**src/rtl/armleocpu_prefetch.sv**
```systemverilog
// Purpose: instruction prefetch unit; fetches via the cache port into a DEPTH-entry buffer feeding decode.
// Latency: EXECUTE is presented combinationally; data is visible at f2d one cycle after c_done.
// Backpressure: fetch stalls when the buffer plus the in-flight request would overflow; d2f_ready pops the head.
module armleocpu_prefetch #(
    parameter int DEPTH                   = 4,
    parameter int DEBUG_CMD_WIDTH         = 4,
    parameter int F2E_TYPE_WIDTH          = 2,
    parameter int ARMLEOCPU_D2F_CMD_WIDTH = 2
) (
    input  logic                               clk,
    input  logic                               rst_n,
    input  logic [31:0]                        reset_vector,
    output logic [3:0]                         c_cmd,
    output logic [31:0]                        c_address,
    input  logic                               c_done,
    input  logic [3:0]                         c_response,
    input  logic [31:0]                        c_load_data,
    input  logic                               interrupt_pending,
    input  logic                               dbg_mode,
    input  logic                               dbg_cmd_valid,
    input  logic [DEBUG_CMD_WIDTH-1:0]         dbg_cmd,
    input  logic [31:0]                        dbg_arg0,
    output logic                               dbg_cmd_ready,
    output logic                               dbg_pipeline_busy,
    output logic                               f2d_valid,
    output logic [F2E_TYPE_WIDTH-1:0]          f2d_type,
    output logic [31:0]                        f2d_instr,
    output logic [31:0]                        f2d_pc,
    output logic [3:0]                         f2d_resp,
    input  logic                               d2f_ready,
    input  logic [ARMLEOCPU_D2F_CMD_WIDTH-1:0] d2f_cmd,
    input  logic [31:0]                        d2f_branchtarget
);
    localparam int PW = $clog2(DEPTH);
    localparam int CW = PW + 1;

    localparam logic [3:0] CACHE_CMD_NONE         = 4'd0;
    localparam logic [3:0] CACHE_CMD_EXECUTE      = 4'd1;
    localparam logic [3:0] CACHE_CMD_FLUSH_ALL    = 4'd4;
    localparam logic [3:0] CACHE_RESPONSE_SUCCESS = 4'd0;
    localparam logic [F2E_TYPE_WIDTH-1:0] F2E_TYPE_INSTR             = F2E_TYPE_WIDTH'(0);
    localparam logic [F2E_TYPE_WIDTH-1:0] F2E_TYPE_INTERRUPT_PENDING = F2E_TYPE_WIDTH'(1);
    localparam logic [ARMLEOCPU_D2F_CMD_WIDTH-1:0] D2F_CMD_START_BRANCH = ARMLEOCPU_D2F_CMD_WIDTH'(1);
    localparam logic [ARMLEOCPU_D2F_CMD_WIDTH-1:0] D2F_CMD_FLUSH        = ARMLEOCPU_D2F_CMD_WIDTH'(2);
    localparam logic [DEBUG_CMD_WIDTH-1:0] DEBUG_CMD_JUMP = DEBUG_CMD_WIDTH'(1);

    // Which cache request, if any, is in flight.
    typedef enum logic [1:0] {ST_IDLE, ST_EXEC, ST_FLUSH} state_t;

    state_t        state_q, state_d;
    logic [31:0]   npc_q, npc_d, req_addr_q, req_addr_d;
    logic          halt_q, halt_d, discard_q, discard_d;
    logic          start_q, start_d, flush_pend_q, flush_pend_d;
    logic [PW-1:0] wptr_q, wptr_d, rptr_q, rptr_d;
    logic [CW-1:0] count_q, count_d, count_after;

    logic [31:0]   fifo_instr [DEPTH];
    logic [31:0]   fifo_pc    [DEPTH];
    logic [3:0]    fifo_resp  [DEPTH];

    logic          dbg_ack, jump, branch, flush, redirect, done, idle_now;
    logic          push, pop, halt_eff, fetch_ok, issue_exec, issue_flush;
    logic [31:0]   npc_eff;

    // Command decode, issue decision, cache port drive and next-state for every register.
    always_comb begin
        dbg_ack     = rst_n && dbg_mode && dbg_cmd_valid && (state_q == ST_IDLE);
        jump        = dbg_ack && (dbg_cmd == DEBUG_CMD_JUMP);
        branch      = rst_n && d2f_ready && !jump && (d2f_cmd == D2F_CMD_START_BRANCH);
        flush       = rst_n && d2f_ready && !jump && (d2f_cmd == D2F_CMD_FLUSH);
        redirect    = jump || branch || flush;
        done        = (state_q != ST_IDLE) && c_done;
        idle_now    = rst_n && ((state_q == ST_IDLE) || done);
        // A redirect in the completion cycle drops the returning data too.
        push        = (state_q == ST_EXEC) && c_done && !discard_q && !redirect;
        pop         = rst_n && d2f_ready && !interrupt_pending && (count_q != '0) && !redirect;

        npc_eff = npc_q;
        if (jump)
            npc_eff = dbg_arg0;
        else if (branch || flush)
            npc_eff = d2f_branchtarget;
        else if (start_q)
            npc_eff = reset_vector;

        // An error completing this cycle must already block the back-to-back issue.
        halt_eff    = !redirect && (halt_q || (push && (c_response != CACHE_RESPONSE_SUCCESS)));
        count_after = redirect ? '0 : (count_q + CW'(push) - CW'(pop));
        // Room is judged after this edge's push/pop so the new request always has a slot.
        fetch_ok    = !halt_eff && !dbg_mode && !interrupt_pending && (count_after < CW'(DEPTH));
        issue_flush = idle_now && (flush || flush_pend_q);
        issue_exec  = idle_now && !issue_flush && fetch_ok;

        c_cmd     = CACHE_CMD_NONE;
        c_address = req_addr_q;
        if (issue_flush) begin
            c_cmd     = CACHE_CMD_FLUSH_ALL;
            c_address = npc_eff;
        end else if (issue_exec) begin
            c_cmd     = CACHE_CMD_EXECUTE;
            c_address = npc_eff;
        end else if (rst_n && (state_q != ST_IDLE) && !c_done) begin
            c_cmd = (state_q == ST_EXEC) ? CACHE_CMD_EXECUTE : CACHE_CMD_FLUSH_ALL;
        end

        state_d = state_q;
        if (issue_exec)
            state_d = ST_EXEC;
        else if (issue_flush)
            state_d = ST_FLUSH;
        else if (done)
            state_d = ST_IDLE;

        req_addr_d = (issue_exec || issue_flush) ? npc_eff : req_addr_q;
        npc_d      = issue_exec ? (npc_eff + 32'd4) : npc_eff;
        start_d    = start_q && !issue_exec && !redirect;
        halt_d     = halt_eff;

        discard_d = discard_q;
        if (issue_exec || issue_flush || done)
            discard_d = 1'b0;
        else if (redirect && (state_q == ST_EXEC))
            discard_d = 1'b1;

        // A flush arriving during FLUSH_ALL only retargets; one during EXECUTE waits for it.
        flush_pend_d = flush_pend_q;
        if (issue_flush)
            flush_pend_d = 1'b0;
        else if (flush && (state_q == ST_EXEC))
            flush_pend_d = 1'b1;

        count_d = count_after;
        wptr_d  = wptr_q;
        rptr_d  = rptr_q;
        if (redirect) begin
            wptr_d = '0;
            rptr_d = '0;
        end else begin
            if (push)
                wptr_d = wptr_q + PW'(1);
            if (pop)
                rptr_d = rptr_q + PW'(1);
        end
    end

    assign f2d_valid         = rst_n && (interrupt_pending || (count_q != '0));
    assign f2d_type          = interrupt_pending ? F2E_TYPE_INTERRUPT_PENDING : F2E_TYPE_INSTR;
    assign f2d_pc            = (interrupt_pending && (count_q == '0)) ? npc_q : fifo_pc[rptr_q];
    assign f2d_instr         = fifo_instr[rptr_q];
    assign f2d_resp          = fifo_resp[rptr_q];
    assign dbg_cmd_ready     = dbg_ack;
    assign dbg_pipeline_busy = (state_q != ST_IDLE);

    // Control state; reset abandons any in-flight request.
    always_ff @(posedge clk or negedge rst_n) begin
        if (!rst_n) begin
            state_q      <= ST_IDLE;
            npc_q        <= '0;
            req_addr_q   <= '0;
            halt_q       <= 1'b0;
            discard_q    <= 1'b0;
            start_q      <= 1'b1;
            flush_pend_q <= 1'b0;
            wptr_q       <= '0;
            rptr_q       <= '0;
            count_q      <= '0;
        end else begin
            state_q      <= state_d;
            npc_q        <= npc_d;
            req_addr_q   <= req_addr_d;
            halt_q       <= halt_d;
            discard_q    <= discard_d;
            start_q      <= start_d;
            flush_pend_q <= flush_pend_d;
            wptr_q       <= wptr_d;
            rptr_q       <= rptr_d;
            count_q      <= count_d;
        end
    end

    // Buffer storage; contents are only meaningful below the occupancy count.
    always_ff @(posedge clk) begin
        if (push) begin
            fifo_instr[wptr_q] <= c_load_data;
            fifo_pc[wptr_q]    <= req_addr_q;
            fifo_resp[wptr_q]  <= c_response;
        end
    end
endmodule

```
**config.mk**
```make
export PLATFORM = sky130hd
export DESIGN_NAME = armleocpu_prefetch
export DESIGN_NICKNAME = d
export VERILOG_FILES = /design/src/rtl/armleocpu_prefetch.sv
export SDC_FILE = /design/constraint.sdc
export NUM_CORES = 1
export LEC_CHECK = 0
export ABC_AREA = 1
export CAP_MARGIN = 25
export CORE_MARGIN = 4
export CORE_UTILIZATION = 41
export CTS_CLUSTER_DIAMETER = 120
export DETAILED_ROUTE_END_ITERATION = 7
export MAX_ROUTING_LAYER = met4
export PLACE_DENSITY_LB_ADDON = 0.3
export SLEW_MARGIN = 0
export SYNTH_ARGS = -nofsm -noshare
export SYNTH_HDL_FRONTEND = slang
export SYNTH_SLANG_ARGS = --single-unit
```
**constraint.sdc**
```tcl
create_clock -name clk -period 5.25 [get_ports clk]
set_clock_uncertainty 0.2 [all_clocks]
set_input_delay 1.05 -clock clk [delete_from_list [all_inputs] [get_ports clk]]
set_output_delay 1.05 -clock clk [all_outputs]
set_load 0.01 [all_outputs]
```
==> results.yml <==
timing:
  worst_pin_slew_ns: 0.9078
  finalCritPeriodShare: 0.9784
  slew_headroom: 0.3948
  hold_viol: 0
  slew_violations: 0
  setup_viol: 0
  fin_setup_tns_ns: 0
  final.setup.worst_slack_ns: 0.1135
  fmax_mhz: 194.7
  min_period_ns: 5.137
floorplanning:
  io_pins: 254
  die_h_um: 203.7
  coreArea_um2: 37760
  rows: 71
  die_area_um2: 41500
  fp.dieW_um: 203.7
  initial_core_util: 0.4160
setup_path:
  cp_max_fo: 5
  cp-start-kind: "primary input"
  r2r-start: "state_q[0]$_DFFE_PN0P_"
  r2r_slack_ns: 1.42
  r2r-end: "npc_q[23]$_DFF_PN0_"
  cp_data_arrival_time_ns: 3.89
  criticalPathCategory: "primary input to primary output"
  worstRegToRegCells: 25
  endpoint_kind: "primary output"
  required_ns: 4.00
detailed_routing:
  drc_errors: 0
  ant_nets: 0
  drtIter0Drc: 901
  drt_wl_total_mm: 45.76
  avgViaCountPerCell: 5.150
  vias: 12175
  firstDrtPassIters: 5
  routedWlPerCell_um: 19.36
synthesis:
  yosysTopAreaCell: "edfxtp_1"
  synthMostInstantiatedCell: "edfxtp_1"
  synth_top_area_share: 0.5200
  ys_seq_area_frac: 0.6428
  syn_inst: 1528
  synth-async-reset-ratio: 0.2206
  synthTopCellsByArea: "edfxtp_1 (52%), dfrtp_1 (12%), o21ai_0 (7.5%)"
  syn-cell-area_um2: 15710
  yosysWarnings: 0
  yosys.cell_types.count: 40
  synth-seq-cells: 349
  avgSynthCellArea_um2: 10.28
  ys.flop_type: "edfxtp_1"
  synth_edf_count: 272
  synthTopCellsByCount: "edfxtp_1 (272), nand2_1 (237), o21ai_0 (235)"
final_layout:
  drive_gt1_frac: 0.1452
  layout.nets: 1977
  syn2layout_area_growth_pct: 31.28
clock_tree:
  holdBufCountCts: 0
  cts_tree: "yes"
  cts_buffers: 38
  clkTransAtPathRegs_ns: 0.06
  cts_buffer_depth: 3
  htree_levels: 2
  cts_num_sinks: 349
  clk-insertion-delay-late_ns: 0.54
  clockRootBuffer: "clkbuf_16"
pwr:
  finalPower_mw: 10.52
  ir_drop_v: 0.0002251
  p_leak_nw: 8.214
  power_density_nw_per_um2: 510.0
global_routing:
  overflow: 0
  grt_pass1_wl_mm: 69.80
  grt_start_max_net_pins: 89
  track_usage: 0.2225
  grt_pass1_vias: 11976
  grt_antenna_before_repair: 1
status:
  status: "finished, final reports clean"
placement:
  hpwl_mm: 30.58
  gp_congestion: 0.9563
  dp_slack_ns: -0.6356
  port_buffers: 250
run:
  max_cap_viol_count: 0
min_path:
  hold_class: "primary input to asynchronous set/reset pin"
-- kinds of logic after synthesis --
| group | Yosys count | share of synthesized area |
|---|---|---|
| and+or+nand+nor | 570 | 0.1559 |
| AOI/OAI and AO/OA | 362 | 0.1251 |
| DFF | 349 | 0.6428 |
| buffers and inverters | 221 | 0.05967 |
| xor gates and xnor gates | 17 | 0.009480 |
| adders and majority gates | 8 | 0.006851 |
| other | 1 | 0.0002388 |
-- state kept, by name, indices dropped and copies added, names as in the netlist, 2 cells and up --
register / cells
fifo_pc: 128
req_addr_q: 32
wptr_q: 2
fifo_instr: 128
rptr_q: 2
count_q: 3
state_q: 2
npc_q: 32
fifo_resp: 16
-- layer usage --
metal  part of all wire  global-route usage  vias up
met3              0.082             0.04691       93
li1                   -                   -     5861
met4              0.033             0.07324        0
met5                  0                   -        -
met2               0.45              0.3380      484
met1               0.43              0.3017     5737
-- where the power goes --
| group | internal, mW | total [mW] | switching [mW] |
|---|---|---|---|
| combinational | 1.75 | 4.15 | 2.41 |
| sequential | 3.46 | 3.78 | 0.326 |
| clock | 1.52 | 2.58 | 1.06 |
| total | 6.72 | 10.5 | 3.79 |
-- stage by stage --
step	instances	hold slack [ns]	util	area, µm²
6_report	2364	0.3206	0.5461	20620
5_1_grt	2364	0.3030	0.5461	20620
4_1_cts	2358	0.2948	0.5420	20460
3_5_place_dp	2276	0.3011	0.5051	19070
3_3_place_gp	2276	0.3015	0.5051	19070
2_1_floorplan	1530	0.2763	-	15710
-- layout make-up --
| cell class | count | area [µm²] |
|---|---|---|
| diodes | 1 | 2.502 |
| clock buffers | 50 | 1017 |
| clock inverters | 18 | 176.4 |
| fillers | 3263 | 17140 |
| inverters | 136 | 520.5 |
| multi-input cells | 960 | 4845 |
| flip-flops and latches | 349 | 10100 |
| well taps | 511 | 639.4 |
| repair buffers | 339 | 3317 |
-- worst max-delay path: stages --
cell	delay, ns
dlygate4sd2_1	0.23
nand3_2	0.10
nor2_4	0.13
nand2_4	0.07
o21ai_4	0.09
inv_2	0.08
nand2_4	0.08
ha_4	0.19
inv_2	0.06
ha_4	0.11
inv_2	0.03
fa_2	0.36
xor2_2	0.16
nor2_2	0.06
nor2_2	0.15
nand2_2	0.09
nand2_4	0.11
inv_8	0.06
buf_12	0.15
buf_16	0.14
buf_6	0.11
o21ai_2	0.12
buf_2	0.14
-- layout by cell type, fill, tap and decap left out, drive strengths merged --
cell and instances:
a21boi 2, a21oi 33, a2bb2oi 1, a31oi 2, a32o 1, buf 115
bufbuf 2, bufinv 3, clkbuf 50, clkdlybuf4s15 4, clkdlybuf4s50 205, clkinv 11
clkinvlp 2, conb 3, dfrtp 76, dfstp 1, diode 1, dlygate4sd2 5
dlymetal6s2s 8, edfxtp 272, fa 1, ha 7, inv 138, nand2 258
nand3 46, nand4 28, nor2 223, nor3 8, nor3b 1, nor4 1
o211ai 5, o21ai 250, o22ai 68, or2 5, xnor2 3, xor2 14
-- worst max-delay path by stage --
stage / slack [ns] / end / startpoint / cells after the start
2_1_floorplan: 0.04 / fifo_instr[0][0]$_DFFE_PP_ / dbg_cmd[2] / 8
3_3_place_gp: -0.54 / c_address[29] / dbg_cmd[0] / 22
3_5_place_dp: -0.64 / c_address[24] / dbg_cmd[1] / 23
4_1_cts: -0.01 / c_address[15] / dbg_cmd[2] / 23
5_1_grt: -0.01 / c_address[14] / dbg_mode / 23
6_report: 0.11 / c_address[14] / dbg_mode / 23
-- repair_timing --
action	in CTS	in global routing
pin swaps	6	16
gates cloned	7	0
resized for setup	163	34
setup endpoints to repair	33	33
setup buffers	7	4
No activity file was read; power rests on OpenSTA's default activity.
